--- config.mk ---
export PLATFORM = sky130hd
export DESIGN_NAME = acond_pulsadores
export DESIGN_NICKNAME = d
export VERILOG_FILES = /design/src/rtl/pulsadores_pkg.sv /design/src/rtl/canal_boton.sv /design/src/rtl/acond_pulsadores.sv
export SDC_FILE = /design/constraint.sdc
export NUM_CORES = 1
export LEC_CHECK = 0
export ABC_AREA = 1
export BUFFER_PORTS_ARGS = -buffer_cell sky130_fd_sc_hd__buf_2
export CORE_MARGIN = 5
export CORE_UTILIZATION = 40
export DETAILED_ROUTE_END_ITERATION = 7
export HOLD_SLACK_MARGIN = 0.02
export SETUP_SLACK_MARGIN = 0.02
export SYNTH_ARGS = -nofsm -noshare
export SYNTH_HDL_FRONTEND = slang
export SYNTH_SLANG_ARGS = --single-unit
--- constraint.sdc ---
create_clock -name clk -period 2.3 [get_ports clk]
set_clock_uncertainty 0.05 [all_clocks]
set_input_delay 0.345 -clock clk [delete_from_list [all_inputs] [get_ports clk]]
set_output_delay 0.345 -clock clk [all_outputs]
set_load 0.02 [all_outputs]
--- src/rtl/pulsadores_pkg.sv ---
// Shared definitions for the push-button conditioning block: repeat FSM
// encoding, button indices and default timing parameters.
package pulsadores_pkg;

  typedef enum logic [1:0] {
    IDLE   = 2'd0,
    ESPERA = 2'd1,
    REPITE = 2'd2
  } rep_state_e;

  localparam int ARRIBA    = 0;
  localparam int ABAJO     = 1;
  localparam int IZQ       = 2;
  localparam int DER       = 3;
  localparam int CENTRO    = 4;
  localparam int N_BOTONES = 5;

  // 100 MHz clock: 10 ms debounce, 0.5 s to first repeat, 0.2 s between repeats
  localparam int DEF_DEBOUNCE_CYC  = 1_000_000;
  localparam int DEF_REPEAT_DELAY  = 50_000_000;
  localparam int DEF_REPEAT_PERIOD = 20_000_000;

endpackage

--- src/rtl/canal_boton.sv ---
// One button channel: two-flop synchronizer, debounce filter, press edge
// detector and, when REPITE_EN is set, an auto-repeat FSM.
module canal_boton
  import pulsadores_pkg::*;
#(
  parameter int DEBOUNCE_CYC  = DEF_DEBOUNCE_CYC,
  parameter int REPEAT_DELAY  = DEF_REPEAT_DELAY,
  parameter int REPEAT_PERIOD = DEF_REPEAT_PERIOD,
  parameter bit REPITE_EN     = 1'b0
) (
  input  logic clk,
  input  logic Reset,
  input  logic pin_i,
  output logic pulso_o,
  output logic nivel_o
);

  localparam int CW   = (DEBOUNCE_CYC > 1) ? $clog2(DEBOUNCE_CYC) : 1;
  localparam int RMAX = (REPEAT_DELAY > REPEAT_PERIOD) ? REPEAT_DELAY : REPEAT_PERIOD;
  localparam int RW   = (RMAX > 1) ? $clog2(RMAX) : 1;
  localparam logic [CW-1:0] CNT_FIN = CW'(DEBOUNCE_CYC - 1);
  localparam logic [RW-1:0] DLY_FIN = RW'(REPEAT_DELAY - 1);
  localparam logic [RW-1:0] PER_FIN = RW'(REPEAT_PERIOD - 1);

  logic          s1_q, s2_q;
  logic          est_q, est_d, est_prev_q;
  logic [CW-1:0] cnt_q, cnt_d;
  logic [RW-1:0] rcnt_q, rcnt_d;
  rep_state_e    state_q, state_d;
  logic          press;

  // A level is accepted only after DEBOUNCE_CYC consecutive differing samples
  always_comb begin
    est_d = est_q;
    cnt_d = cnt_q;
    if (s2_q == est_q) begin
      cnt_d = '0;
    end else if (cnt_q == CNT_FIN) begin
      est_d = s2_q;
      cnt_d = '0;
    end else begin
      cnt_d = cnt_q + 1'b1;
    end
  end

  always_ff @(posedge clk) begin
    if (Reset) begin
      s1_q       <= 1'b0;
      s2_q       <= 1'b0;
      est_q      <= 1'b0;
      est_prev_q <= 1'b0;
      cnt_q      <= '0;
    end else begin
      s1_q       <= pin_i;
      s2_q       <= s1_q;
      est_q      <= est_d;
      est_prev_q <= est_q;
      cnt_q      <= cnt_d;
    end
  end

  assign press   = est_q & ~est_prev_q;
  assign nivel_o = est_q;

  always_ff @(posedge clk) begin
    if (Reset) begin
      state_q <= IDLE;
      rcnt_q  <= '0;
    end else begin
      state_q <= state_d;
      rcnt_q  <= rcnt_d;
    end
  end

  // Channels without repeat never leave IDLE, so they only pass the press
  always_comb begin
    state_d = state_q;
    rcnt_d  = rcnt_q;
    case (state_q)
      IDLE: begin
        if (press && REPITE_EN) begin
          state_d = ESPERA;
          rcnt_d  = '0;
        end
      end
      ESPERA: begin
        if (!est_q) begin
          state_d = IDLE;
          rcnt_d  = '0;
        end else if (rcnt_q == DLY_FIN) begin
          state_d = REPITE;
          rcnt_d  = '0;
        end else begin
          rcnt_d = rcnt_q + 1'b1;
        end
      end
      REPITE: begin
        if (!est_q) begin
          state_d = IDLE;
          rcnt_d  = '0;
        end else if (rcnt_q == PER_FIN) begin
          rcnt_d = '0;
        end else begin
          rcnt_d = rcnt_q + 1'b1;
        end
      end
      default: begin
        state_d = IDLE;
        rcnt_d  = '0;
      end
    endcase
  end

  always_comb begin
    pulso_o = 1'b0;
    case (state_q)
      IDLE:    pulso_o = press;
      ESPERA:  pulso_o = est_q && (rcnt_q == DLY_FIN);
      REPITE:  pulso_o = est_q && (rcnt_q == PER_FIN);
      default: pulso_o = 1'b0;
    endcase
  end

endmodule

--- src/rtl/acond_pulsadores.sv ---
// Conditions the five raw push buttons into clean press pulses and debounced
// levels, with direction arbitration and registered outputs.
module acond_pulsadores
  import pulsadores_pkg::*;
#(
  parameter int DEBOUNCE_CYC  = DEF_DEBOUNCE_CYC,
  parameter int REPEAT_DELAY  = DEF_REPEAT_DELAY,
  parameter int REPEAT_PERIOD = DEF_REPEAT_PERIOD
) (
  input  logic       clk,
  input  logic       Reset,
  input  logic       push_arriba,
  input  logic       push_abajo,
  input  logic       push_izquierda,
  input  logic       push_derecha,
  input  logic       push_centro,
  output logic       p_arriba,
  output logic       p_abajo,
  output logic       p_izquierda,
  output logic       p_derecha,
  output logic       p_centro,
  output logic [4:0] nivel
);

  logic [N_BOTONES-1:0] pin, crudo, est;
  logic [N_BOTONES-1:0] p_d, p_q, nivel_q;

  assign pin = {push_centro, push_derecha, push_izquierda, push_abajo, push_arriba};

  for (genvar i = 0; i < N_BOTONES; i++) begin : g_canal
    canal_boton #(
      .DEBOUNCE_CYC (DEBOUNCE_CYC),
      .REPEAT_DELAY (REPEAT_DELAY),
      .REPEAT_PERIOD(REPEAT_PERIOD),
      .REPITE_EN    ((i == ARRIBA) || (i == ABAJO))
    ) u_canal (
      .clk    (clk),
      .Reset  (Reset),
      .pin_i  (pin[i]),
      .pulso_o(crudo[i]),
      .nivel_o(est[i])
    );
  end

  // Lower-priority directions are dropped outright when a higher one fires
  always_comb begin
    p_d         = crudo;
    p_d[ABAJO]  = crudo[ABAJO] & ~crudo[ARRIBA];
    p_d[IZQ]    = crudo[IZQ] & ~(crudo[ARRIBA] | crudo[ABAJO]);
    p_d[DER]    = crudo[DER] & ~(crudo[ARRIBA] | crudo[ABAJO] | crudo[IZQ]);
  end

  always_ff @(posedge clk) begin
    if (Reset) begin
      p_q     <= '0;
      nivel_q <= '0;
    end else begin
      p_q     <= p_d;
      nivel_q <= est;
    end
  end

  assign p_arriba    = p_q[ARRIBA];
  assign p_abajo     = p_q[ABAJO];
  assign p_izquierda = p_q[IZQ];
  assign p_derecha   = p_q[DER];
  assign p_centro    = p_q[CENTRO];
  assign nivel       = nivel_q;

endmodule

==> reports/metrics.csv, run 1 <==
stage,metric,value,unit
synth,synthArstFlopShare,0,%
synth,yosysTopAreaCell,dfxtp_1,
critical_path,r2r_slack,0.30,ns
drt,drt_first_pass_iters,5,
critical_path,crit_end,g_canal[1].u_canal.rcnt_q[14],
critical_path,r2r-start,g_canal[1].u_canal.state_q[0],
drt,vias_per_cell,4.750,
clock_tree,ctsResizeCount,0,
place,post-dp-hpwl,12890,um
synth,synthAdderAreaFrac,2.356,%
drt,drcViolationCount,0,
sta,slew_violations,0,
die,die_area,0.02567,mm^2
synth,yosys.area_share.simple,36.06,%
sta,worst_pin_slew,0.4855,ns
sta,fmax,0.5006,GHz
job,cap_violations,0,
power,p_leak,3.581,nW
synth,synth_seq_cells,181,
sta,setup_viol,0,
place,io_buffers,16,
sta,finalCriticalPeriod,1.997,ns
synth,synth_top_area_share,40.14,%
die,initial_core_util,40.24,%
power,ir_drop,0.4901,mV
drt,routed_wl,17550,um
drt,routedWlPerCell,11.18,um
sta,hold_viol,0,
critical_path,worstPathArrival,2.27,ns
synth,yosysWarnings,0,
finish,syn_to_final_growth,9.938,%
finish,fin_area,0.009925,mm^2
die,rows,55,
global_routing,antenna_found_initial,0,
drt,routed-via-count,7458,
finish,seq_area,0.003623,mm^2
die,die_h,160.2,um
critical_path,worst-path-max-fanout,9,
synth,ys_types,47,
sta,setup_tns,0,ns
place,dpl_cell_area,0.009325,mm^2
global_routing,gr-total-overflow,0,
clock_tree,clk-insertion-delay-late,0.42,ns
clock_tree,cts_sinks,181,
drt,postRouteAntennaNets,0,
clock_tree,cts_root_buffer,clkbuf_16,
sta,max_slew_margin,67.34,%
synth,synthXorXnorAreaFrac,6.500,%
clock_tree,clk_path_buf_depth,2,
drt,drtIter0Drc,389,
synth,synth_top_family_by_area,simple AND/OR/NAND/NOR gates,
global_routing,grt_pass1_vias,7014,
synth,synth_flop_cell,dfxtp_1,
clock_tree,hold_buffers,0,
sta,fin_crit_sh,86.84,%
synth,ys_seq_area_share,40.14,%
synth,syn_nets,1283,
die,fp.dieW,160.2,um
clock_tree,htree_levels,4,
synth,synth_edf_count,0,
min_path,min_path_type,in2reg,
synth,synthCells,1259,
die,core,0.02243,mm^2
critical_path,required,2.57,ns
critical_path,critPathLaunchType,flip-flop,
finish,antenna_cells,0,
finish,post-route-util,44.24,%
global_routing,grt_max_degree,24,
clock_tree,numCtsBuffers,17,
critical_path,setup.worst_path.start,g_canal[1].u_canal.state_q[0],
synth,synth_compound_area_share,5.974,%
finish,finalNonFillerCells,1570,
clock_tree,postCtsSetupBuffers,0,
synth,netlist_top_cells_area,"dfxtp_1 (40%), nor2_1 (9.8%), nand2_1 (9.3%)",
finish,multi_input_area,0.004614,mm^2
power,p_per_area,695.2,mW/mm^2
critical_path,worstReg2RegEnd,g_canal[1].u_canal.rcnt_q[14],
clock_tree,clk_pin_slew,0.07,ns
global_routing,grt_usage,14.21,%
critical_path,ff2ff_path_depth,9,
critical_path,worstSetupEndpointType,flip-flop,
synth,synthMuxAreaShare,0.2218,%
status,status,finished clean,
place,post-place-cells,1538,
global_routing,grt_pass1_wl,31360,um
finish,drive_above_1_share,9.650,%
synth,synth.cell_area,0.009027,mm^2
sta,rsz0062_at_grt,no,
synth,avgSynthCellArea,7.170,um^2
die,boundaryPins,17,
clock_tree,tritoncts,built,
finish,fillers,2270,
finish,num-nets-final,1296,
critical_path,criticalPathCategory,reg2reg,
place,gp_congestion,0.8686,
power,finalPower,6.899,mW
## metrics by stage
stage	hold slack [ns]	worst slack, ns
2_1_floorplan	0.3383	0.6266
3_3_place_gp	0.3390	0.3623
3_5_place_dp	0.3439	0.3373
4_1_cts	0.04824	0.3337
5_1_grt	0.06889	0.1530
6_report	0.06761	0.3026
## critical path: stages, from the launching register on
cell	delay (ns)
dfxtp_1	0.36
inv_1	0.08
ha_1	0.26
a21boi_2	0.24
nor4_2	0.46
nand2_1	0.15
nor2_1	0.15
nand2_1	0.06
inv_1	0.05
nor2_1	0.03
## cells by family (layout without fill, tap and decap cells)
family	count (synthesis)	in the layout
AND/OR/NAND/NOR	713	713
buffers and inverters	187	213
flip-flops	181	181
AO/OA/AOI/OAI	92	92
XOR/XNOR	67	67
adder cells (fa/ha/maj)	17	17
multiplexers	2	2
## metal layers
layer	vias up	track usage (%)	routed length (um)
met5	-	0	0
met2	74	23.41	8016
li1	4042	-	-
met4	0	4.263	227
met3	22	2.813	439
met1	3320	18.92	8869
## power breakdown
part / internal [mW] / switching (mW) / leakage [nW]
clock network: 1.69 / 1.27 / 0.298
logic: 0.211 / 0.494 / 1.82
registers: 3.19 / 0.0486 / 1.46
## worst min-delay path by stage
stage                     slack [ns]                       to               startpoint  cells past startpoint
after floorplan                 0.34  g_canal[0].u_canal.s2_q  g_canal[0].u_canal.s1_q                      2
after global routing            0.07  g_canal[2].u_canal.s1_q           push_izquierda                      3
after detailed placement        0.34  g_canal[3].u_canal.s2_q  g_canal[3].u_canal.s1_q                      2
after global placement          0.34  g_canal[3].u_canal.s2_q  g_canal[3].u_canal.s1_q                      2
final                           0.07  g_canal[3].u_canal.s1_q             push_derecha                      3
after CTS                       0.05  g_canal[3].u_canal.s1_q             push_derecha                      3
## sequential cells by signal, summed over array words and instances (netlist names)
register and cells:
g_canal.u_canal.cnt_q 100, g_canal.u_canal.est_prev_q 1, g_canal.u_canal.nivel_o 5, g_canal.u_canal.rcnt_q 52, g_canal.u_canal.s1_q 5, g_canal.u_canal.s2_q 5, g_canal.u_canal.state_q 4, nivel 4
p_q 5
## layout make-up
class                   instances  share of cell area, %
well taps                     285                  3.593
repair buffers                 24                  1.412
flip-flops and latches        181                  36.51
multi-input cells             891                  46.50
inverters                     157                  5.951
clock buffers                  20                  4.602
clock inverters                12                  1.437
## cells in the mapped netlist (15+ instances only)
library cell / instances
nor2_2: 21
nor3_1: 49
nand3_1: 81
nor2_1: 235
nand2_1: 224
o21ai_0: 19
a21oi_1: 48
inv_1: 155
xor2_1: 51
xnor2_1: 16
nor4_1: 15
ha_1: 17
nand4_1: 28
dfxtp_1: 181
## layout by cell type (no fill, tap or decap), types with 12 or more instances in the layout
cell type and count:
a21oi_1 48, buf_2 16, nor2_1 235, nand3_1 81, or2_2 12, nor4_1 15, xor2_1 51, clkbuf_16 17
nor2_2 21, o21ai_0 19, ha_1 17, nand2_1 224, dfxtp_1 181, nand2_2 12, inv_1 155, nor3_1 49
xnor2_1 16, nand4_1 28
Power figures use the tool's default switching activity.
==> run 2: changes to the inputs <==
- CORE_ASPECT_RATIO: default -> 2
==> reports/metrics.csv, run 2 (same netlist as run 1, synthesis figures left out) <==
stage,metric,value,unit,change
status,status,finished clean,,
die,rows,77,,+40%
sta,fmax,0.4958,GHz,-0.96%
clock_tree,clk_pin_slew,0.07,ns,about the same
drt,routedWlPerCell,12.73,um,+14%
sta,setup_viol,0,,unchanged
finish,antenna_cells,0,,unchanged
drt,routed-via-count,7747,,+3.9%
critical_path,ff2ff_path_depth,9,,unchanged
clock_tree,cts_sinks,181,,unchanged
drt,routed_wl,19880,um,+13%
finish,multi_input_area,0.004614,mm^2,unchanged
critical_path,crit_end,g_canal[1].u_canal.rcnt_q[14],,
sta,max_slew_margin,61.88,%,-5.5 points
clock_tree,tritoncts,built,,
sta,slew_violations,0,,unchanged
sta,rsz0062_at_grt,no,,
die,boundaryPins,17,,unchanged
critical_path,r2r_slack,0.28,ns,-0.02 ns
clock_tree,clk_path_buf_depth,2,,unchanged
drt,postRouteAntennaNets,0,,unchanged
die,core,0.02216,mm^2,-1.2%
sta,setup_tns,0,ns,unchanged
sta,whs,0.05162,ns,-0.01599 ns
critical_path,worst-path-max-fanout,9,,unchanged
clock_tree,clk-insertion-delay-late,0.44,ns,+0.02 ns
place,post-place-cells,1530,,-0.52%
finish,largest_register_ffs,100,,unchanged
min_path,min_path_type,in2reg,,
finish,syn_to_final_growth,9.730,%,
global_routing,gr-total-overflow,0,,unchanged
finish,drive_above_1_share,9.798,%,+0.15 points
clock_tree,numCtsBuffers,17,,unchanged
place,post-dp-hpwl,15240,um,+18%
critical_path,worstSetupEndpointType,flip-flop,,
clock_tree,postCtsSetupBuffers,0,,unchanged
finish,seq_area,0.003623,mm^2,unchanged
clock_tree,htree_levels,4,,unchanged
die,initial_core_util,40.74,%,+0.50 points
critical_path,r2r-start,g_canal[1].u_canal.state_q[0],,
finish,num-nets-final,1297,,+0.077%
die,die_h,222.5,um,+39%
critical_path,worstReg2RegEnd,g_canal[1].u_canal.rcnt_q[14],,
finish,final_cell_mix,"nor2_1 (235), nand2_1 (224), dfxtp_1 (181)",,
power,p_per_area,690.9,mW/mm^2,-0.62%
finish,fin_area,0.009906,mm^2,-0.19%
power,finalPower,6.844,mW,-0.80%
die,die_area,0.02585,mm^2,+0.71%
clock_tree,ctsResizeCount,0,,unchanged
critical_path,critPathLaunchType,flip-flop,,
die,fp.dieW,116.2,um,-27%
drt,vias_per_cell,4.960,,+4.4%
critical_path,criticalPathCategory,reg2reg,,
sta,worst_pin_slew,0.5666,ns,+0.08116 ns
sta,fin_crit_sh,87.69,%,+0.84 points
global_routing,grt_pass1_vias,7852,,+12%
global_routing,antenna_found_initial,0,,unchanged
critical_path,setup.worst_path.start,g_canal[1].u_canal.state_q[0],,
power,ir_drop,0.4020,mV,-18%
critical_path,required,2.59,ns,+0.02 ns
drt,drtIter0Drc,368,,-5.4%
finish,max_flop_register,g_canal.u_canal.cnt_q,,
place,dpl_cell_area,0.009321,mm^2,about the same
finish,layout_commonest_cell,nor2_1,,
critical_path,worstPathArrival,2.31,ns,+0.04 ns
power,p_leak,3.573,nW,-0.23%
sta,hold_viol,0,,unchanged
global_routing,grt_pass1_wl,34330,um,+9.5%
job,cap_violations,0,,unchanged
finish,fillers,2356,,+3.8%
place,gp_congestion,0.8835,,+1.7%
finish,finalNonFillerCells,1562,,-0.51%
global_routing,grt_max_degree,24,,unchanged
place,io_buffers,16,,unchanged
sta,finalCriticalPeriod,2.017,ns,+0.01934 ns
drt,drcViolationCount,0,,unchanged
global_routing,grt_usage,16.32,%,+2.1 points
finish,largestRegisters,"g_canal.u_canal.cnt_q x100, g_canal.u_canal.rcnt_q x52",,
drt,drt_first_pass_iters,5,,unchanged
clock_tree,hold_buffers,0,,unchanged
clock_tree,cts_root_buffer,clkbuf_16,,
==> run 2: changes by cell type in the layout (fill, tap and decap cells not counted), sizes merged <==
cell and delta:
bufinv -1, inv +3, clkinvlp +1, buf +1, clkbuf -3
==> run 2: layout make-up <==
cell class,instances,area share (%)
clock buffers,17,4.295
clock inverters,15,1.604
inverters,157,5.962
multi-input cells,891,46.58
flip-flops and latches,181,36.58
well taps,276,3.486
repair buffers,25,1.490
==> run 2: worst min-delay path by stage <==
| stage | slack [ns] | from | cells after the start | endpoint |
|---|---|---|---|---|
| finish | 0.05 | push_izquierda | 3 | g_canal[2].u_canal.s1_q |
| global route | 0.05 | push_derecha | 3 | g_canal[3].u_canal.s1_q |
| CTS | 0.03 | push_izquierda | 3 | g_canal[2].u_canal.s1_q |
| detailed placement | 0.35 | g_canal[3].u_canal.s1_q | 2 | g_canal[3].u_canal.s2_q |
| global placement | 0.34 | g_canal[2].u_canal.s1_q | 2 | g_canal[2].u_canal.s2_q |
| floorplan | 0.34 | g_canal[0].u_canal.s1_q | 2 | g_canal[0].u_canal.s2_q |
==> run 2: metal layers <==
layer | track usage, % | vias to the layer above | routed length [um]
li1 | - | 4051 | -
met3 | 3.430 | 46 | 553
met4 | 7.493 | 0 | 648
met5 | 0 | - | 0
met1 | 15.57 | 3542 | 7276
met2 | 31.76 | 108 | 11400
==> run 2: worst max-delay path, cell delays in order (launching register included) <==
cell,delay [ns]
dfxtp_1,0.37
inv_1,0.09
ha_1,0.27
a21boi_2,0.24
nor4_2,0.45
nand2_1,0.19
nor2_1,0.13
nand2_1,0.06
inv_1,0.05
nor2_1,0.04
==> run 2: per-stage QoR <==
step	worst slack (ns)	utilization [%]
2_1_floorplan	0.6266	-
3_3_place_gp	0.3071	42.07
3_5_place_dp	0.2855	42.07
4_1_cts	0.2639	44.70
5_1_grt	0.1365	44.70
6_report	0.2832	44.70
==> run 2: power breakdown <==
group	leakage, nW	switching (mW)	total, mW	internal, mW
combinational	1.83	0.507	0.717	0.211
sequential	1.46	0.0506	3.24	3.19
clock	0.286	1.35	2.89	1.54
total	3.57	1.90	6.84	4.94
